### src/rtl/apb_rr_master.sv
// apb_rr_master
// APB master shared by two requesters through a round-robin arbiter. Only
// one APB transfer is in flight at a time. A transfer that sees no pready
// for TIMEOUT ACCESS cycles is aborted and reported as an error.
//
// Ports
//   pclk, presetn            clock, synchronous active-low reset
//   req0/1, we0/1            requester level request and direction (1 = write)
//   addr0/1, wdata0/1        requester address and write data
//   done0/1                  one-cycle completion pulse per requester
//   rdata                    data of the last successful read
//   err                      status of the completing transfer (valid with done)
//   psel, penable, pwrite    APB control
//   paddr, pwdata            APB address / write data
//   prdata, pready, pslverr  APB slave response
//
// state  | meaning
// IDLE   | no transfer; arbitrate among unmasked requests
// SETUP  | APB setup phase (psel=1, penable=0)
// ACCESS | APB access phase, waiting for pready or timeout
module apb_rr_master #(
  parameter int unsigned TIMEOUT = 16
) (
  input  logic        pclk,
  input  logic        presetn,
  input  logic        req0,
  input  logic        req1,
  input  logic        we0,
  input  logic        we1,
  input  logic [31:0] addr0,
  input  logic [31:0] addr1,
  input  logic [31:0] wdata0,
  input  logic [31:0] wdata1,
  output logic        done0,
  output logic        done1,
  output logic [31:0] rdata,
  output logic        err,
  output logic        psel,
  output logic        penable,
  output logic        pwrite,
  output logic [31:0] paddr,
  output logic [31:0] pwdata,
  input  logic [31:0] prdata,
  input  logic        pready,
  input  logic        pslverr
);

  typedef enum logic [1:0] {IDLE, SETUP, ACCESS} state_t;

  localparam logic [7:0] TIMEOUT_CNT = 8'(TIMEOUT);

  state_t      state, state_n;
  logic        psel_n, penable_n, pwrite_n;
  logic [31:0] paddr_n, pwdata_n, rdata_n;
  logic        done0_n, done1_n, err_n;
  logic [7:0]  wait_cnt, wait_cnt_n, wait_inc;
  // owner: requester of the current/most recent grant; also the
  // round-robin pointer (a tie goes to the other requester).
  logic        owner, owner_n;
  logic        req_m0, req_m1, win;

  // A requester is masked in the cycle its done pulse is high, since it is
  // still holding req for the transfer that just finished.
  assign req_m0   = req0 & ~done0;
  assign req_m1   = req1 & ~done1;
  assign wait_inc = wait_cnt + 8'd1;

  always_ff @(posedge pclk) begin
    if (!presetn) begin
      state    <= IDLE;
      psel     <= 1'b0;
      penable  <= 1'b0;
      pwrite   <= 1'b0;
      paddr    <= '0;
      pwdata   <= '0;
      rdata    <= '0;
      err      <= 1'b0;
      done0    <= 1'b0;
      done1    <= 1'b0;
      wait_cnt <= '0;
      owner    <= 1'b1;
    end else begin
      state    <= state_n;
      psel     <= psel_n;
      penable  <= penable_n;
      pwrite   <= pwrite_n;
      paddr    <= paddr_n;
      pwdata   <= pwdata_n;
      rdata    <= rdata_n;
      err      <= err_n;
      done0    <= done0_n;
      done1    <= done1_n;
      wait_cnt <= wait_cnt_n;
      owner    <= owner_n;
    end
  end

  always_comb begin
    state_n    = state;
    psel_n     = psel;
    penable_n  = penable;
    pwrite_n   = pwrite;
    paddr_n    = paddr;
    pwdata_n   = pwdata;
    rdata_n    = rdata;
    err_n      = 1'b0;
    done0_n    = 1'b0;
    done1_n    = 1'b0;
    wait_cnt_n = wait_cnt;
    owner_n    = owner;
    win        = (req_m0 && req_m1) ? ~owner : req_m1;

    case (state)
      IDLE: begin
        psel_n    = 1'b0;
        penable_n = 1'b0;
        if (req_m0 || req_m1) begin
          owner_n  = win;
          pwrite_n = win ? we1    : we0;
          paddr_n  = win ? addr1  : addr0;
          pwdata_n = win ? wdata1 : wdata0;
          psel_n   = 1'b1;
          state_n  = SETUP;
        end
      end

      SETUP: begin
        penable_n  = 1'b1;
        wait_cnt_n = '0;
        state_n    = ACCESS;
      end

      ACCESS: begin
        if (pready) begin
          psel_n    = 1'b0;
          penable_n = 1'b0;
          err_n     = pslverr;
          if (owner) done1_n = 1'b1;
          else       done0_n = 1'b1;
          // An errored read leaves rdata untouched.
          if (!pwrite && !pslverr) rdata_n = prdata;
          state_n = IDLE;
        end else begin
          wait_cnt_n = wait_inc;
          if (wait_inc == TIMEOUT_CNT) begin
            psel_n    = 1'b0;
            penable_n = 1'b0;
            err_n     = 1'b1;
            if (owner) done1_n = 1'b1;
            else       done0_n = 1'b1;
            state_n = IDLE;
          end
        end
      end

      default: begin
        psel_n    = 1'b0;
        penable_n = 1'b0;
        state_n   = IDLE;
      end
    endcase
  end

endmodule

### config.mk
export PLATFORM = sky130hd
export DESIGN_NAME = apb_rr_master
export DESIGN_NICKNAME = d
export VERILOG_FILES = /design/src/rtl/apb_rr_master.sv
export SDC_FILE = /design/constraint.sdc
export NUM_CORES = 1
export LEC_CHECK = 0
export ABC_CLOCK_PERIOD_IN_PS = 1900
export CORE_ASPECT_RATIO = 1.25
export CORE_MARGIN = 2
export CORE_UTILIZATION = 38
export CTS_CLUSTER_DIAMETER = 40
export DETAILED_ROUTE_END_ITERATION = 8
export PLACE_DENSITY = 0.87
export SLEW_MARGIN = 15
export SYNTH_ARGS = -nofsm -noshare
export SYNTH_HDL_FRONTEND = slang
export SYNTH_SLANG_ARGS = --single-unit
### constraint.sdc
create_clock -name pclk -period 1.9 [get_ports pclk]
set_clock_uncertainty 0.1 [all_clocks]
set_input_delay 0.475 -clock pclk [delete_from_list [all_inputs] [get_ports pclk]]
set_output_delay 0.475 -clock pclk [all_outputs]
set_load 0.01 [all_outputs]
* After elaboration in Yosys (flattened, before gate mapping) *
Index checks and enable logic that the tools add are counted.

cells by class
  eq/ne operators = 6
  bitwise gates (word level) = 6
  reductions and logical operators = 13
  multiplexer cells = 23
  add/sub/neg operators = 1

operators with widths
  operator                                                         count
  32-bit two-way mux                                               2
  8-bit case mux with 2 select lines                               1
  1-bit two-way mux                                                13
  2-bit AND reduction                                              5
  8-bit by 1-bit adder with 8-bit output, second input constant    1
  8-bit by 5-bit == test with 1-bit output, second input constant  1
  8-bit two-way mux                                                1
  2-bit two-way mux                                                3
  2-bit case mux with 3 select lines                               1
  2-bit inequality test, second input constant                     2
  1-bit inverter                                                   4
  3-bit inequality test, second input constant                     1
  1-bit case mux with 3 select lines                               1
  3-bit AND reduction                                              1
  1-bit bitwise AND                                                2
  2-bit by 1-bit == test with 1-bit output, second input constant  1
  2-bit == test, second input constant                             1
  1-bit logical AND                                                2
  1-bit zero test                                                  2
  2-bit zero test                                                  1
  1-bit case mux with 2 select lines                               1
  2-bit nonzero test                                               1
  1-bit logical OR                                                 1

storage, ports and cells
  register bits = 113
  output and inout port bits = 102
  input port bits = 168
  word-level logic and storage cells = 61

* Longest topological paths before layout *
  word-level depth = 5
  gate-level depth with buffers = 6
  mapped depth without buffers = 5

* Worst setup path before layout *
Ideal clock, no wire load.

  kind = input -> register
  start point = input port pslverr
  end point = register rdata[10]
  slack = 0.357 ns
  required time = 1.668 ns
  cell stages on the path = 6
  arrival = 1.311 ns
  buffers on the path = 2
  path through = nand2b_1 or3_1 buf_2 buf_6 nand2_1 a21oi_1

on the way
  word-level cells in the longest chain between the ends = 3

RTL lines
  item                           line  text
  start: declaration             45    input logic pslverr
  1-bit zero test                141   if (!pwrite && !pslverr) rdata_n = prdata;
  1-bit logical AND              141
  3-bit AND reduction (no line)  --
  end signal: assignment         89    rdata <= rdata_n;
  end: declaration               36    output logic [31:0] rdata,

No other way between the ends.
A chain may end at the register's enable or synchronous reset.

* Final worst setup path *
  start point = register rdata[11]
  end point = output port rdata[11]

No word-level cell between the ends.

==> run_results.csv <==
group,metric,value,unit
outcome,outcome,"complete, no violations",
route,initialDrtViolationCount,279,
timing,timing_max_transition_violations_final,0,
global_routing,grtUsageTotal,22.4,%
floorplanning,floorplan.die.height,128,µm
logic_synthesis,synthesis.instances,610,
cells_and_area,stdcell_area,8300,µm²
clock_tree,cts_sinks,113,
place,finalWeightedCongestion,0.858,
global_routing,wire_length_of_the_first_global_routing_pass,24.5,mm
cells_and_area,finalCoreUtilization,68.6,%
global_routing,grt_overflow_total,0,
logic_synthesis,synth_area_leaders,"sky130_fd_sc_hd__dfxtp_1 48%, sky130_fd_sc_hd__nand2_1 16%, sky130_fd_sc_hd__a31oi_1 9.0%",
floorplanning,core,12100,µm²
logic_synthesis,synthesis.nets,779,
logic_synthesis,mappedNetlistArea,4700,µm²
logic_synthesis,avgSynthCellArea,7.71,µm²
place,hpwlAfterDp,10.5,mm
cells_and_area,drive_above_1_share,6.28,%
critical_path,cp_max_fo,2,
logic_synthesis,synth_enable_flop_cells,0,
global_routing,globalRouteMet1Util,25.8,%
global_routing,grt_antenna_before_repair,0,
logic_synthesis,synthMostInstantiatedCell,"sky130_fd_sc_hd__nand2_1",
place,port_buffers,269,
logic_synthesis,yosys-top-cells-count,"200 x sky130_fd_sc_hd__nand2_1, 113 x sky130_fd_sc_hd__dfxtp_1, 68 x sky130_fd_sc_hd__a31oi_1, 55 x sky130_fd_sc_hd__o21ai_0, 39 x sky130_fd_sc_hd__a21oi_1",
route,post_drt_via_cell_ratio,5.03,
logic_synthesis,synth-main-ff-cell,"sky130_fd_sc_hd__dfxtp_1",
critical_path,cp.required,1.32,ns
clock_tree,cts_buffers,17,
critical_path,cp-start-kind,"register",
run,maxCapViolations,0,
critical_path,critPathBufInv,1,
floorplanning,placement_rows,45,
clock_tree,cts_tree,"built",
floorplanning,fp.dieW,104,µm
critical_path,timing.critical_path.arrival,1.28,ns
logic_synthesis,synth_sequential_area_ratio,48.1,%
route,first_pass_iters,5,
floorplanning,ios,270,
timing,minimum_period_implied_by_the_final_worst_setup_slack,1.86,ns
floorplanning,floorplan.die_area,13300,µm²
global_routing,grt_start_max_net_pins,73,
route,drc_violations,0,
power_and_ir_drop,ir_drop,0.582,mV
floorplanning,starting_density,38.9,%
route,final_antenna_net_count,0,
global_routing,via_count_of_the_first_global_routing_pass,5048,
logic_synthesis,post_synth_num_cell_types,37,
logic_synthesis,asyncSetResetFlopFracSynth,0,%
global_routing,use_met3,6.08,%
critical_path,worst_path_largest_cell_delay,0.56,ns
route,detail_route.wirelength,15.0,mm
cells_and_area,finalNetCount,1032,
critical_path,critPathCaptureType,"output port",
clock_tree,cts_max_path_buffers,2,
route,drt-wirelength-per-cell,14.4,µm
cells_and_area,area_growth_syn_to_layout,76.5,%
critical_path,worst_path_dominant_cell_family,"buffers and inverters",
logic_synthesis,netlist.area_leader.share,48.1,%
critical_path,cp_slowest_cell,"sky130_fd_sc_hd__clkdlybuf4s50_1",
timing,maxClockFrequency,0.538,GHz
clock_tree,holdBufCountCts,0,
critical_path,path_class,"register to output port",
timing,tns,0,ns
route,num_vias,5232,
logic_synthesis,yosys_register_bits,113,
timing,worstMarginPinSlew,0.379,ns
timing,post_route_fraction_of_the_period_consumed_by_the_critical_path,97.7,%
min_path,min_path_type,"input port to register",
power_and_ir_drop,power_leakage,0.00343,µW
clock_tree,ctsRootBufferMaster,"sky130_fd_sc_hd__clkbuf_16",
logic_synthesis,post-synth-top-area-cell,"sky130_fd_sc_hd__dfxtp_1",
timing,max_slew_headroom,74.7,%
clock_tree,clock_insertion_delay_worst_skew,0.39,ns
clock_tree,cts.htree.levels,4,
timing,finalHoldWorstSlack,0.275,ns
global_routing,most_used_routing_layer,"met2",
cells_and_area,n_antenna_cell,0,
timing,timing.final.setup_violations,0,
global_routing,grtUsageMet2,40.2,%
critical_path,crit_chain,"clkdlybuf4s50_1",
clock_tree,cts.clk_slew.worst_paths,0.06,ns
power_and_ir_drop,p_per_area,908,nW/µm²
place,dpl-instance-area,7610,µm²
logic_synthesis,ys_warn_count,0,
timing,final-hold-violation-count,0,
[registers in the layout (all words and copies together) (netlist names), 2 cells and up]
register / cells
pwdata: 32
state: 2
rdata: 32
wait_cnt: 8
paddr: 32
[layer usage]
metal | wire, µm | share of wire [%]
met4 | 280 | 1.9
met2 | 7760 | 52
met5 | 0 | 0
met3 | 903 | 6.0
met1 | 6070 | 40
[what timing repair did]
| action | 4_1_cts | 5_1_grt |
|---|---|---|
| endpoints found under the setup margin | 2 | 22 |
| gates cloned | 0 | 0 |
| setup buffers | 0 | 0 |
| gates resized for setup | 2 | 22 |
[power by group]
part | switching (µW) | internal [µW] | leakage (µW) | total (µW)
Combinational | 644 | 837 | 0.00220 | 1480
Sequential | 104 | 2580 | 0.000928 | 2680
Clock | 1100 | 2270 | 0.000307 | 3370
Total | 1850 | 5680 | 0.00343 | 7540
[through the flow]
stage | cells | power, µW | setup WS (ns)
2_1_floorplan | 610 | 3310 | 0.357
3_3_place_gp | 1008 | 4200 | -0.143
3_5_place_dp | 1008 | 4220 | -0.215
4_1_cts | 1040 | 7610 | 0.00108
5_1_grt | 1040 | 7860 | -0.00619
6_report | 1040 | 7540 | 0.0429
[placed cells by master, fill, tap and decap left out, drive strengths merged, types with 3 or more instances in the layout]
cell             n
a21oi           40
a31oi           68
and4b            3
buf             19
bufinv           4
clkbuf          20
clkdlybuf4s50  244
clkinv           5
dfxtp          113
dlymetal6s2s    22
inv              4
mux2i            4
nand2          200
nand2b           8
nand3            7
nand3b           3
nor2             9
nor2b            4
nor3             5
o2111a           3
o211ai           3
o21ai           67
[final timing paths]
path / from / end / slack [ns] / cells past startpoint
min: presetn / psel$_SDFFE_PN0P_ / 0.27 / 3
min reg2reg: rdata[6]$_SDFFE_PN0P_ / rdata[6]$_SDFFE_PN0P_ / 0.35 / 2
max reg2reg: wait_cnt[0]$_SDFFE_PN0P_ / wait_cnt[4]$_SDFFE_PN0P_ / 0.30 / 5
max: rdata[11]$_SDFFE_PN0P_ / rdata[11] / 0.04 / 1
[cell families (layout without fill, tap and decap cells)]
logic type      after synthesis  after routing  synth area share [%]
flops                       113            113                  48.1
compound gates              191            191                  23.4
simple gates                245            245                  21.7
buf+inv                      56            322                  5.67
mux                           4              4                 0.851
fa+ha+maj                     1              1                 0.266
[layout make-up]
| class | instances | area, µm² |
|---|---|---|
| fillers | 950 | 3800 |
| flip-flops and latches | 113 | 2260 |
| repair buffers | 287 | 2990 |
| clock inverters | 12 | 180 |
| clock buffers | 20 | 457 |
| multi-input cells | 441 | 2200 |
| well taps | 164 | 205 |
| inverters | 3 | 11.3 |
(Power assumes the default switching activity.)
